===== src/rtl/imm_decode_pipe_pkg.sv =====
// imm_pkg: shared types for the immediate-decode stage.
//   fmt_e    - immediate format code carried on out_fmt
//   OP_*     - major opcodes recognised by the decoder
//   bundle_t - decoded output bundle; imm/target are sized for the widest
//              datapath and the pipe keeps only the low XLEN bits
package imm_pkg;

  localparam int unsigned XLEN_MAX = 64;

  typedef enum logic [2:0] {
    FMT_NONE = 3'd0,
    FMT_I    = 3'd1,
    FMT_S    = 3'd2,
    FMT_B    = 3'd3,
    FMT_U    = 3'd4,
    FMT_J    = 3'd5,
    FMT_Z    = 3'd6
  } fmt_e;

  localparam logic [6:0] OP_IMM    = 7'b0010011;
  localparam logic [6:0] LOAD      = 7'b0000011;
  localparam logic [6:0] JALR      = 7'b1100111;
  localparam logic [6:0] STORE     = 7'b0100011;
  localparam logic [6:0] BRANCH    = 7'b1100011;
  localparam logic [6:0] LUI       = 7'b0110111;
  localparam logic [6:0] AUIPC     = 7'b0010111;
  localparam logic [6:0] JAL       = 7'b1101111;
  localparam logic [6:0] OP        = 7'b0110011;
  localparam logic [6:0] MISC_MEM  = 7'b0001111;
  localparam logic [6:0] SYSTEM    = 7'b1110011;
  localparam logic [6:0] OP_IMM_32 = 7'b0011011;
  localparam logic [6:0] OP_32     = 7'b0111011;

  typedef struct packed {
    logic [XLEN_MAX-1:0] imm;
    fmt_e                fmt;
    logic [XLEN_MAX-1:0] target;
    logic                illegal;
  } bundle_t;

endpackage


===== src/rtl/imm_decode_pipe_extract.sv =====
// imm_extract: combinational immediate decoder.
//   instr  - raw 32-bit instruction word
//   pc     - PC of instr (XLEN bits)
//   bundle - decoded immediate, format, PC-relative target, illegal flag
// Parameters: XLEN (32/64), EN_CSR_IMM (decode CSR zimm when 1).
import imm_pkg::*;

module imm_extract #(
  parameter int unsigned XLEN       = 32,
  parameter bit          EN_CSR_IMM = 1'b1
) (
  input  logic [31:0]     instr,
  input  logic [XLEN-1:0] pc,
  output bundle_t         bundle
);

  logic [6:0]      opcode;
  fmt_e            fmt;
  logic            illegal;
  logic            use_pc;
  logic [XLEN-1:0] imm;
  logic [XLEN-1:0] target;

  assign opcode = instr[6:0];

  // Opcode compare covers instr[1:0] != 2'b11 too: every listed opcode ends in 11.
  always_comb begin
    fmt     = FMT_NONE;
    illegal = 1'b0;
    use_pc  = 1'b0;
    case (opcode)
      OP_IMM, LOAD, JALR: fmt = FMT_I;
      OP_IMM_32: begin
        if (XLEN == 64) fmt = FMT_I;
        else            illegal = 1'b1;
      end
      STORE:  fmt = FMT_S;
      BRANCH: begin
        fmt    = FMT_B;
        use_pc = 1'b1;
      end
      LUI:    fmt = FMT_U;
      AUIPC:  begin
        fmt    = FMT_U;
        use_pc = 1'b1;
      end
      JAL:    begin
        fmt    = FMT_J;
        use_pc = 1'b1;
      end
      OP, MISC_MEM: fmt = FMT_NONE;
      OP_32: begin
        if (XLEN != 64) illegal = 1'b1;
      end
      SYSTEM: begin
        if (instr[14] && EN_CSR_IMM) fmt = FMT_Z;
      end
      default: illegal = 1'b1;
    endcase
  end

  always_comb begin
    imm = '0;
    case (fmt)
      FMT_I: imm = XLEN'($signed(instr[31:20]));
      FMT_S: imm = XLEN'($signed({instr[31:25], instr[11:7]}));
      FMT_B: imm = XLEN'($signed({instr[31], instr[7], instr[30:25], instr[11:8], 1'b0}));
      FMT_U: imm = XLEN'($signed({instr[31:12], 12'h000}));
      FMT_J: imm = XLEN'($signed({instr[31], instr[19:12], instr[20], instr[30:21], 1'b0}));
      FMT_Z: imm = XLEN'(instr[19:15]);
      default: imm = '0;
    endcase
  end

  assign target = use_pc ? (pc + imm) : '0;

  assign bundle.imm     = XLEN_MAX'(imm);
  assign bundle.fmt     = fmt;
  assign bundle.target  = XLEN_MAX'(target);
  assign bundle.illegal = illegal;

endmodule


===== src/rtl/imm_decode_pipe.sv =====
// imm_decode_pipe: registered immediate-decode stage with a 2-entry skid.
//   clk, rst                      - clock, synchronous active-high reset
//   in_valid/in_ready             - upstream handshake
//   in_instr, in_pc               - instruction word and its PC
//   out_valid/out_ready           - downstream handshake
//   out_imm, out_fmt, out_target  - decoded immediate, format, PC-relative target
//   out_illegal                   - unrecognised opcode
import imm_pkg::*;

module imm_decode_pipe #(
  parameter int unsigned XLEN       = 32,
  parameter bit          EN_CSR_IMM = 1'b1
) (
  input  logic            clk,
  input  logic            rst,
  input  logic            in_valid,
  output logic            in_ready,
  input  logic [31:0]     in_instr,
  input  logic [XLEN-1:0] in_pc,
  output logic            out_valid,
  input  logic            out_ready,
  output logic [XLEN-1:0] out_imm,
  output logic [2:0]      out_fmt,
  output logic [XLEN-1:0] out_target,
  output logic            out_illegal
);

  bundle_t dec;
  bundle_t main_q;
  bundle_t skid_q;
  logic    skid_valid;
  logic    in_fire;
  logic    main_open;

  imm_extract #(
    .XLEN       (XLEN),
    .EN_CSR_IMM (EN_CSR_IMM)
  ) u_extract (
    .instr  (in_instr),
    .pc     (in_pc),
    .bundle (dec)
  );

  assign in_ready  = !skid_valid && !rst;
  assign in_fire   = in_valid && in_ready;
  assign main_open = !out_valid || out_ready;

  // Skid has priority when the main register opens; in_ready is already low
  // whenever the skid is occupied, so no input can be lost on that edge.
  always_ff @(posedge clk) begin
    if (rst) begin
      out_valid  <= 1'b0;
      skid_valid <= 1'b0;
      main_q     <= '0;
      skid_q     <= '0;
    end else if (main_open) begin
      if (skid_valid) begin
        main_q     <= skid_q;
        out_valid  <= 1'b1;
        skid_valid <= 1'b0;
      end else if (in_fire) begin
        main_q    <= dec;
        out_valid <= 1'b1;
      end else begin
        out_valid <= 1'b0;
      end
    end else if (in_fire) begin
      skid_q     <= dec;
      skid_valid <= 1'b1;
    end
  end

  assign out_imm     = main_q.imm[XLEN-1:0];
  assign out_fmt     = main_q.fmt;
  assign out_target  = main_q.target[XLEN-1:0];
  assign out_illegal = main_q.illegal;

  generate
    if (XLEN < XLEN_MAX) begin : g_narrow
      logic unused_hi;
      assign unused_hi = ^{main_q.imm[XLEN_MAX-1:XLEN], main_q.target[XLEN_MAX-1:XLEN]};
    end
  endgenerate

endmodule


===== config.mk =====
export PLATFORM = sky130hd
export DESIGN_NAME = imm_decode_pipe
export DESIGN_NICKNAME = d
export VERILOG_FILES = /design/src/rtl/imm_decode_pipe_pkg.sv /design/src/rtl/imm_decode_pipe_extract.sv /design/src/rtl/imm_decode_pipe.sv
export SDC_FILE = /design/constraint.sdc
export NUM_CORES = 1
export LEC_CHECK = 0
export ABC_AREA = 1
export BUFFER_PORTS_ARGS = -buffer_cell sky130_fd_sc_hd__clkbuf_2
export CAP_MARGIN = 40
export CORE_ASPECT_RATIO = 0.75
export CORE_UTILIZATION = 55
export DETAILED_ROUTE_END_ITERATION = 6
export GPL_ROUTABILITY_DRIVEN = 0
export PLACE_DENSITY = 0.83
export SYNTH_ARGS = -nofsm -noshare
export SYNTH_HDL_FRONTEND = slang
export SYNTH_HIERARCHICAL = 1
export SYNTH_SLANG_ARGS = --single-unit

===== constraint.sdc =====
create_clock -name clk -period 6.4 [get_ports clk]
set_clock_uncertainty 0.15 [all_clocks]
set_input_delay 0.96 -clock clk [delete_from_list [all_inputs] [get_ports clk]]
set_output_delay 0.96 -clock clk [all_outputs]
set_load 0.01 [all_outputs]

=== Word-level counts from Yosys, hierarchy flattened ===
Cells that the tools add are included.

* Flip-flop bits (word level): 138
* Latch bits: 0
* Bits in writable memories: 0
* Bits in read-only memories: 0
* Bits of input ports: 68
* Output and inout port bits: 70
* Word-level logic and storage cells: 53
* Memories kept: 0

* Add/subtract/negate cells: 1
* Multipliers: 0
* Divide/modulo/power cells: 0
* Magnitude comparators: 0
* Equality and inequality tests: 17
* Shift-type cells: 0
* Mux-type cells: 10
* Bitwise gates (word level): 1
* Reductions and logical operators: 14

{| class="wikitable"
|+ Operators by type and width
! operator !! number
|-
| $mux W100 || 2
|-
| $pmux W32 S6 || 1
|-
| $add A32 B32 Y32 || 1
|-
| $mux W32 || 1
|-
| $eq A7 B7 Y1 const B || 4
|-
| $eq A7 B6 Y1 const B || 3
|-
| $pmux W3 S6 || 1
|-
| $eq A7 B5 Y1 const B || 2
|-
| $reduce_or A11 Y1 || 1
|-
| $eq A3 B3 Y1 const B || 3
|-
| $eq A7 B2 Y1 const B || 1
|-
| $eq A7 B4 Y1 const B || 1
|-
| $eq A3 B2 Y1 const B || 2
|-
| $reduce_or A3 Y1 || 2
|-
| $mux W1 || 4
|-
| $reduce_and A2 Y1 || 2
|-
| $reduce_or A2 Y1 || 2
|-
| $eq A3 B1 Y1 const B || 1
|-
| $logic_not A1 Y1 || 3
|-
| $mux W3 || 1
|-
| $logic_and A1 B1 Y1 || 2
|-
| $reduce_bool A2 Y1 || 1
|-
| $logic_or A1 B1 Y1 || 1
|-
| $not A1 Y1 || 1
|}

=== Depth between registers and ports, before layout ===
* Depth in word-level cells: 9
* Gate-level depth with buffers: 29
* Gate-level depth less buffers: 29

=== Modules after synthesis ===
Netlist, hierarchy kept.

{| class="wikitable"
|+ By module, submodules not included
! module !! instances !! cells each !! area each (um^2)
|-
| imm_decode_pipe || 1 || 1100 || 6591.3
|-
| imm_extract || 1 || 648 || 3375.7
|}

=== Least setup slack after synthesis ===
OpenSTA, ideal clock, no wires.

* Path kind: input -> register
* From: input port in_instr[1]
* To: register main_q, in the netlist out_target[16]
* Arrival: 3.379 ns
* Required time: 6.137 ns
* Setup slack: 2.758 ns
* Stages: 26
* Cell sequence: nand2_1 inv_1 nand3_1 nor2_4 inv_4 nand2_4 nor2_1 nor2_1 nand2_1 nand3_1 fa_1 nand2_1 nand2_1 and2_1 nand3_1 nand3_1 a21oi_1 nand2_1 nand2_1 nor2_1 inv_1 nor2_1 nor2_1 nand3_1 nand2_1 nor2_1

{| class="wikitable"
|+ RTL lines
! what !! RTL line !! source
|-
| start, declared || imm_decode_pipe.sv:18 || <nowiki>input logic [31:0] in_instr,</nowiki>
|-
| end signal, assigned || imm_decode_pipe.sv:58 || <nowiki>main_q <= skid_q;</nowiki>
|-
| end, declared || imm_decode_pipe.sv:29 || <nowiki>bundle_t main_q;</nowiki>
|}

==> summary.md <==
| Metric | Value |
|---|---|
| Worst Hold Depth | 2 |
| Remaining antenna violation count | 0 |
| Drt pass-1 iters | 6 |
| GRT Total Usage | 0.304 |
| Period utilization | 0.665 |
| Rel. slew slack | 0.417 |
| Commonest cells after routing, fill and taps aside | 493 x nand2_1, 486 x nor2_1, 218 x inv_1 |
| Area delta synth->final | 13.3% |
| Syn Nets | 1783 |
| Mean Syn Cell Area | 5.63 um^2 |
| First-pass GRT wire length | 42.9 mm |
| DR vias/cell | 5.18 |
| DR WL/cell | 13.4 um |
| Final net count | 1875 |
| Data required time of the worst path | 6.62 ns |
| Crit Path Category | primary input to register |
| Setup_tns | 0 ns |
| R2R depth | 7 |
| CTS Hold Bufs | 0 |
| WHS Endpoint | skid_q[21] |
| Yosys warns | 6 |
| Slew Limit Fails | 0 |
| Initial antenna violation count | 0 |
| DR vias | 10.4k |
| Startpoint type of the worst setup path | primary input |
| Setup crit end kind | register |
| Worst Tran Pin Value | 0.875 ns |
| Mapped Area | 9480 um^2 |
| Initial core utilization | 0.564 |
| H-tree depth | 4 |
| Pwr Density | 213 nW/um^2 |
| CTS buffer count | 17 |
| Vias in the first global route | 8835 |
| Final setup vio count | 0 |
| Worst r2r src | out_valid |
| Status | completed |
| Clk Latency, worst-skew pair | 0.44 ns |
| Max-cap violations | 0 |
| Postcts setup bufs | 0 |
| Core area | 16800 um^2 |
| Worst path arrival time | 4.48 ns |
| Maximum vdd drop | 0.000164 V |
| Worst reg2reg setup slack | 3.50 ns |
| 1st-iter DRT viols | 1018 |
| Crit path time final | 4.26 ns |
| Total Power | 2290 uW |
| Detailed Place HPWL | 19.4 mm |
| Finished Cell Area | 10700 um^2 |
| Grt ovf | 0 |
| Min-delay worst type | register to register |
| Cells after synthesis | 1683 |
| Leakage power | 0.00595 uW |
| Highest clock rate | 235 MHz |
| Min-Delay Startpoint | skid_q[21] |
| Final Hold Viols | 0 |
| PortBufs | 137 |
| Residual DRC | 0 |
| Die width | 154 um |
| Clk root buf | clkbuf_16 |
| Layout cells sized above 1 | 0.117 |
| Die Area | 17800 um^2 |
| Clock-pin slew on the worst setup and hold paths | 0.06 ns |
| CTS tree | built |
| Pin count of the biggest net entering global routing | 91 |
| Die Y | 116 um |
| FP Rows | 41 |
| Crit-path max FO | 5 |
| Reg2reg end | out_imm[26] |
| Io pins | 138 |
| CTS Sinks | 138 |
| Layout Utilization | 0.639 |
| RSZ-0062 raised after global routing | no |
| Post-DP Area | 10100 um^2 |
| PostCTS Resize Cnt | 0 |
| Routed WL | 26.9 mm |
| Most common cell after layout, fill and taps aside | nand2_1 |
| N_diodes | 0 |
| Clk buf depth | 2 |
-- layer usage --
layer	GRT usage	vias up	wire length [um]	share of wire
met2	0.462	495	11400	0.42
li1	-	5254	-	-
met1	0.413	4559	12100	0.45
met3	0.0688	68	2550	0.095
met5	0	-	0	0
met4	0.139	0	896	0.033
-- where the power goes --
group          switching (uW)  internal, uW  total, uW  leakage, uW
clock                     424           634       1060     0.000309
sequential               19.3           894        913      0.00113
combinational             205           110        315      0.00452
total                     649          1640       2290      0.00595
-- worst max path at each step --
stage / startpoint / endpoint / slack, ns / cells after the start
floorplan: in_instr[1] / out_target[16] / 2.76 / 26
global placement: in_instr[1] / out_target[20] / 1.98 / 28
detailed placement: in_instr[3] / out_target[29] / 1.89 / 27
CTS: in_instr[0] / out_target[23] / 2.29 / 22
global route: in_instr[0] / out_target[31] / 1.80 / 24
finish: in_instr[1] / out_target[28] / 2.14 / 26
-- final cells by class --
cell class                      instances  area (um^2)
Fill cell                            1578         6080
Multi-Input combinational cell       1249         5480
Sequential cell                       138         2770
Inverter                              225          856
Timing Repair Buffer                  144          758
Clock buffer                           18          439
Tap cell                              215          269
Clock inverter                         14          184
-- worst max-delay path, cell delays in order --
cell and delay, ns:
clkbuf_2 0.08, nand2_1 0.14, inv_1 0.08, nand3_1 0.16
nor2_4 0.08, inv_4 0.08, nand2_4 0.07, nor2_1 0.24
nor2_1 0.15, nand2_1 0.09, nand3_1 0.20, fa_1 0.51
nand2_1 0.11, nand2_1 0.07, and2_1 0.19, nand3_1 0.08
nand3_1 0.19, nand2_1 0.14, a21oi_1 0.08, nor2_1 0.28
inv_1 0.13, nor2_1 0.10, nor2_1 0.05, nand3_1 0.06
nand2_1 0.06, nor2_1 0.10
-- per-stage QoR --
step | hold WS [ns] | setup WS [ns] | std cells
after floorplan | 0.304 | 2.76 | 1683
after global placement | 0.311 | 1.98 | 1970
after detailed placement | 0.320 | 1.89 | 1971
after CTS | 0.335 | 2.29 | 2003
after global routing | 0.349 | 1.80 | 2003
final | 0.330 | 2.14 | 2003
-- sequential cells by signal (all words and copies together), names as in the netlist --
name and cells:
skid_valid 1, out_valid 1, out_fmt 3, out_imm 32, out_illegal 1, out_target 32, skid_q 68
No activity file was read; power rests on OpenSTA's default activity.
